===== src/rtl/mult_div_unit.sv =====
// Iterative MULT/MULTU/DIV/DIVU unit holding the architectural HI/LO registers.
// One product/quotient bit per cycle, followed by a sign-fix cycle that writes HI/LO.
module mult_div_unit #(
   parameter int unsigned WIDTH = 32
) (
   input  logic             clk,
   input  logic             reset,
   input  logic             start,
   input  logic [1:0]       op,
   input  logic [WIDTH-1:0] src_a,
   input  logic [WIDTH-1:0] src_b,
   input  logic             mthi_we,
   input  logic             mtlo_we,
   input  logic [WIDTH-1:0] mt_data,
   output logic             busy,
   output logic             done,
   output logic [WIDTH-1:0] hi,
   output logic [WIDTH-1:0] lo
);

   localparam int unsigned CNT_W = $clog2(WIDTH) + 1;
   localparam int unsigned PW    = 2 * WIDTH;

   localparam logic [1:0] S_IDLE = 2'd0;
   localparam logic [1:0] S_CALC = 2'd1;
   localparam logic [1:0] S_FIX  = 2'd2;

   logic [1:0]       state_q, state_d;
   logic             busy_q, busy_d;
   logic             done_q, done_d;
   logic [WIDTH-1:0] hi_q, hi_d;
   logic [WIDTH-1:0] lo_q, lo_d;
   logic [PW-1:0]    prod_q, prod_d;
   logic [WIDTH-1:0] opd_q, opd_d;
   logic [WIDTH-1:0] raw_a_q, raw_a_d;
   logic [CNT_W-1:0] cnt_q, cnt_d;
   logic             is_div_q, is_div_d;
   logic             neg_res_q, neg_res_d;
   logic             neg_rem_q, neg_rem_d;
   logic             div_zero_q, div_zero_d;

   logic             signed_op, neg_a, neg_b;
   logic [WIDTH-1:0] abs_a, abs_b;
   logic [WIDTH:0]   sum, upper, diff;
   logic [PW-1:0]    prod_neg;
   logic [WIDTH-1:0] quo, rem;

   assign busy = busy_q;
   assign done = done_q;
   assign hi   = hi_q;
   assign lo   = lo_q;

   // Next-state, datapath and output logic
   always_comb begin
      state_d    = state_q;
      busy_d     = busy_q;
      done_d     = 1'b0;
      hi_d       = hi_q;
      lo_d       = lo_q;
      prod_d     = prod_q;
      opd_d      = opd_q;
      raw_a_d    = raw_a_q;
      cnt_d      = cnt_q;
      is_div_d   = is_div_q;
      neg_res_d  = neg_res_q;
      neg_rem_d  = neg_rem_q;
      div_zero_d = div_zero_q;

      signed_op = ~op[0];
      neg_a     = signed_op & src_a[WIDTH-1];
      neg_b     = signed_op & src_b[WIDTH-1];
      abs_a     = neg_a ? (~src_a) + WIDTH'(1) : src_a;
      abs_b     = neg_b ? (~src_b) + WIDTH'(1) : src_b;

      sum      = {1'b0, prod_q[PW-1:WIDTH]} + (prod_q[0] ? {1'b0, opd_q} : '0);
      upper    = prod_q[PW-2:WIDTH-1] == prod_q[PW-2:WIDTH-1] ? prod_q[PW-1:WIDTH-1] : '0;
      diff     = upper - {1'b0, opd_q};
      prod_neg = (~prod_q) + PW'(1);
      quo      = neg_res_q ? (~prod_q[WIDTH-1:0]) + WIDTH'(1) : prod_q[WIDTH-1:0];
      rem      = neg_rem_q ? (~prod_q[PW-1:WIDTH]) + WIDTH'(1) : prod_q[PW-1:WIDTH];

      case (state_q)
         S_IDLE: begin
            if (start) begin
               state_d    = S_CALC;
               busy_d     = 1'b1;
               cnt_d      = '0;
               is_div_d   = op[1];
               neg_res_d  = neg_a ^ neg_b;
               neg_rem_d  = neg_a;
               raw_a_d    = src_a;
               div_zero_d = op[1] & (src_b == '0);
               // Multiply adds |a| into the top half; divide subtracts |b|.
               opd_d      = op[1] ? abs_b : abs_a;
               prod_d     = {{WIDTH{1'b0}}, (op[1] ? abs_a : abs_b)};
            end else begin
               if (mthi_we) hi_d = mt_data;
               if (mtlo_we) lo_d = mt_data;
            end
         end
         S_CALC: begin
            if (is_div_q) begin
               if (!diff[WIDTH]) prod_d = {diff[WIDTH-1:0], prod_q[WIDTH-2:0], 1'b1};
               else              prod_d = {upper[WIDTH-1:0], prod_q[WIDTH-2:0], 1'b0};
            end else begin
               prod_d = {sum, prod_q[WIDTH-1:1]};
            end
            cnt_d = cnt_q + CNT_W'(1);
            if (cnt_q == CNT_W'(WIDTH - 1)) state_d = S_FIX;
         end
         S_FIX: begin
            state_d = S_IDLE;
            busy_d  = 1'b0;
            done_d  = 1'b1;
            if (!is_div_q) begin
               hi_d = neg_res_q ? prod_neg[PW-1:WIDTH]  : prod_q[PW-1:WIDTH];
               lo_d = neg_res_q ? prod_neg[WIDTH-1:0]   : prod_q[WIDTH-1:0];
            end else if (div_zero_q) begin
               hi_d = raw_a_q;
               lo_d = '1;
            end else begin
               hi_d = rem;
               lo_d = quo;
            end
         end
         default: begin
            state_d = S_IDLE;
            busy_d  = 1'b0;
         end
      endcase
   end

   // State and datapath registers
   always_ff @(posedge clk or negedge reset) begin
      if (!reset) begin
         state_q    <= S_IDLE;
         busy_q     <= 1'b0;
         done_q     <= 1'b0;
         hi_q       <= '0;
         lo_q       <= '0;
         prod_q     <= '0;
         opd_q      <= '0;
         raw_a_q    <= '0;
         cnt_q      <= '0;
         is_div_q   <= 1'b0;
         neg_res_q  <= 1'b0;
         neg_rem_q  <= 1'b0;
         div_zero_q <= 1'b0;
      end else begin
         state_q    <= state_d;
         busy_q     <= busy_d;
         done_q     <= done_d;
         hi_q       <= hi_d;
         lo_q       <= lo_d;
         prod_q     <= prod_d;
         opd_q      <= opd_d;
         raw_a_q    <= raw_a_d;
         cnt_q      <= cnt_d;
         is_div_q   <= is_div_d;
         neg_res_q  <= neg_res_d;
         neg_rem_q  <= neg_rem_d;
         div_zero_q <= div_zero_d;
      end
   end

endmodule


===== config.mk =====
export PLATFORM = sky130hd
export DESIGN_NAME = mult_div_unit
export DESIGN_NICKNAME = d
export VERILOG_FILES = /design/src/rtl/mult_div_unit.sv
export SDC_FILE = /design/constraint.sdc
export NUM_CORES = 1
export LEC_CHECK = 0
export CAP_MARGIN = 20
export CORE_ASPECT_RATIO = 0.6
export CORE_MARGIN = 2
export CORE_UTILIZATION = 50
export CTS_CLUSTER_SIZE = 12
export DETAILED_ROUTE_END_ITERATION = 8
export GPL_TIMING_DRIVEN = 0
export HOLD_SLACK_MARGIN = 0.02
export PLACE_DENSITY = 0.77
export SLEW_MARGIN = 15
export SYNTH_ARGS = -nofsm -noshare
export SYNTH_HDL_FRONTEND = slang
export SYNTH_SLANG_ARGS = --single-unit

===== constraint.sdc =====
create_clock -name clk -period 8.75 [get_ports clk]
set_input_delay 2.1875 -clock clk [delete_from_list [all_inputs] [get_ports clk]]
set_output_delay 2.1875 -clock clk [all_outputs]
set_load 0.01 [all_outputs]

==> run metrics <==
critical path type input pin to flop; I/O Buffers 168; max-slew violations 0; setup repair bufs after CTS 0; pwr dens 378.0 mW/mm^2; largest net degree at the start of global routing 106; via count 18430; DR vias/cell 6.467; dpl hpwl 59170 um; setup slack, reg-to-reg 3.64 ns; Max Cap Viol 0; clock root buffer clkbuf_16; CP max FO 6; Post-synth EDFFs 0; vias in the first global route 16640; Post-Route WL 73580 um; GRT overflow 0; Reg-to-Reg End prod_q[63]; initial antenna violation count 1; Multi-input gate area 0.01087 mm^2; Max Clk Rate 0.1772 GHz; top cells by instance count after synthesis nand2_1, o21ai_0, dfrtp_1, a21oi_1, nor2_1; CP Data Arrival Time 6.10 ns; Initial DRT Pass Iterations 8; Worst Setup End Kind flop; non-filler cells, final 2849; Die X 241.4 um; Mapped Area 0.01691 mm^2; die area 0.03536 mm^2; Initial Util 50.48%; hold buffers post-CTS 0; Sequential Area 0.005155 mm^2; R2R depth 13; cts repair resizes 0; fillers 3136; Hold EP lo[12]; hold_sp lo[12]; I/O pin count 169; per-cell routed wire length 25.83 um; FF-to-FF Start prod_q[31]; Mapped Nets 2358; Leakage Power 8.287 nW; first-pass GRT wire length 107600 um; Synth Flop Type dfrtp_1; TNS Setup 0 ns; Core Region 0.03351 mm^2; Synth cell types 77; #FFs+latches synth 206; # setup viols final 0; clk_skew 0.02665 ns; Tot Pwr 7.537 mW; synth warn 0; clk_lat worst skew 0.55 ns; num rows 52; hold crit path type flop to flop; GRT Overall Usage 41.09%; post-route minimum period 5.644 ns; slowest CP cell nor4_1; Final Wtd Congestion 1.039; CP top delay family simple AND/OR/NAND/NOR gates; CTS tree built; register area share after synthesis 30.48%; Clock Path Buffers 3; status complete, no violations; CTS clk-pin slew, worst paths 0.06 ns; Async SR Flop Fraction 100.0%; H-tree levels 1; Worst VDD drop 0.1724 mV; fin crit share 64.50%; max_slew headroom 24.22%; DP Worst Slack 2.626 ns; Worst Setup Start Kind input pin; Least-Margin Pin Slew 1.128 ns; post-synth top area share 30.48%; Post-Syn Area per Cell 7.744 um^2; DRC 0; DIE HEIGHT 146.5 um; clock sink total 206; CP Buf/Inv Count 3; CTS buffer count 23; layout cell share with drive strength beyond 1 3.139%; area delta synth->final 17.88%; post-route ant nets 0; Syn Inst Count 2184; Layout Nets 2553; Min-Delay Path Depth 2; unrepaired setup endpoints after global routing no; slowest cell delay on critical path 0.76 ns; leading area contributor after synthesis dfrtp_1; top cells by area, synth dfrtp_1, nand2_1, xnor2_1, o21ai_0, a21oi_1; crit-path cells clkdlybuf4s50_1, inv_1, ha_1, nand2b_1, or4b_1, or2_2, clkbuf_1, nor4_1, a21oi_1, xor2_1, nor2_1, a211oi_1, a211oi_1, a21oi_1; most common cell in the netlist nand2_1; placed insts 2813; post-route setup slack 3.106 ns; final hold vios 0; initial DRC count 2552; Req. time, crit path 9.21 ns
through the flow:
stage          area [um^2]  hold WS (ns)  utilization (%)
3_5_place_dp         19230        0.4684            57.39
4_1_cts              19940        0.4824            59.50
2_1_floorplan        16910        0.4403                -
3_3_place_gp         19170        0.4627            57.21
5_1_grt              19940        0.5033            59.50
6_report             19940        0.4755            59.50
layout by cell type, fill, tap and decap left out, types with 72 or more instances in the layout:
master           netlist  final
a21oi_1              177    177
clkbuf_1             133    137
clkdlybuf4s50_1        0    167
dfrtp_1              206    206
mux2i_1               72     72
nand2_1              322    322
nor2_1               177    177
o21ai_0              219    219
xnor2_1              131    131
metal layers:
layer | track usage (%) | wire (um)
met5 | 0 | 0
met1 | 60.26 | 31870
met2 | 51.98 | 27130
met3 | 20.87 | 12350
met4 | 10.59 | 2239
state kept, by name (all words and copies together) (netlist names):
signal / flops
cnt_q: 6
div_zero_q: 1
opd_q: 32
done: 1
neg_res_q: 1
raw_a_q: 32
busy: 1
is_div_q: 1
prod_q: 64
hi: 32
lo: 32
state_q: 2
neg_rem_q: 1
logic make-up after synthesis:
logic type / after synthesis / share of synthesized area (%)
muxes: 78 / 4.660
and+or+nand+nor: 688 / 18.12
adders and majority gates: 71 / 5.341
xor gates and xnor gates: 192 / 9.942
DFF: 206 / 30.48
buffers and inverters: 227 / 5.260
AOI/OAI and AO/OA: 722 / 26.20
worst max path at each step:
stage,start,endpoint,cells after the start
final,src_b[0],prod_q[30],14
after global routing,src_b[0],prod_q[30],14
after CTS,src_b[0],prod_q[30],14
after detailed placement,src_b[0],prod_q[30],14
after global placement,reset,prod_q[14],1
after floorplan,src_b[3],prod_q[30],11
worst min-delay path, cell delays in order, from the launching register on:
cell and delay, ns:
dfrtp_1 0.34, nand2_1 0.04, o21ai_0 0.06
where the power goes:
part           total (mW)  internal [mW]  switching, mW
clock               0.980          0.553          0.427
combinational        4.78           1.86           2.92
sequential           1.78           1.31          0.468
total                7.54           3.72           3.82
layout make-up:
cell class                      count  share of cell area [%]
Multi-Input combinational cell   1751                   54.52
Timing Repair Buffer              170                   8.735
Inverter                           70                   1.318
Tap cell                          459                   2.880
Sequential cell                   206                   25.85
Clock inverter                      6                  0.4393
Clock buffer                       29                   3.100
Antenna cell                        1                 0.01255
Buffer                            157                   3.144
Note: power is estimated with default switching activity, not from simulation.
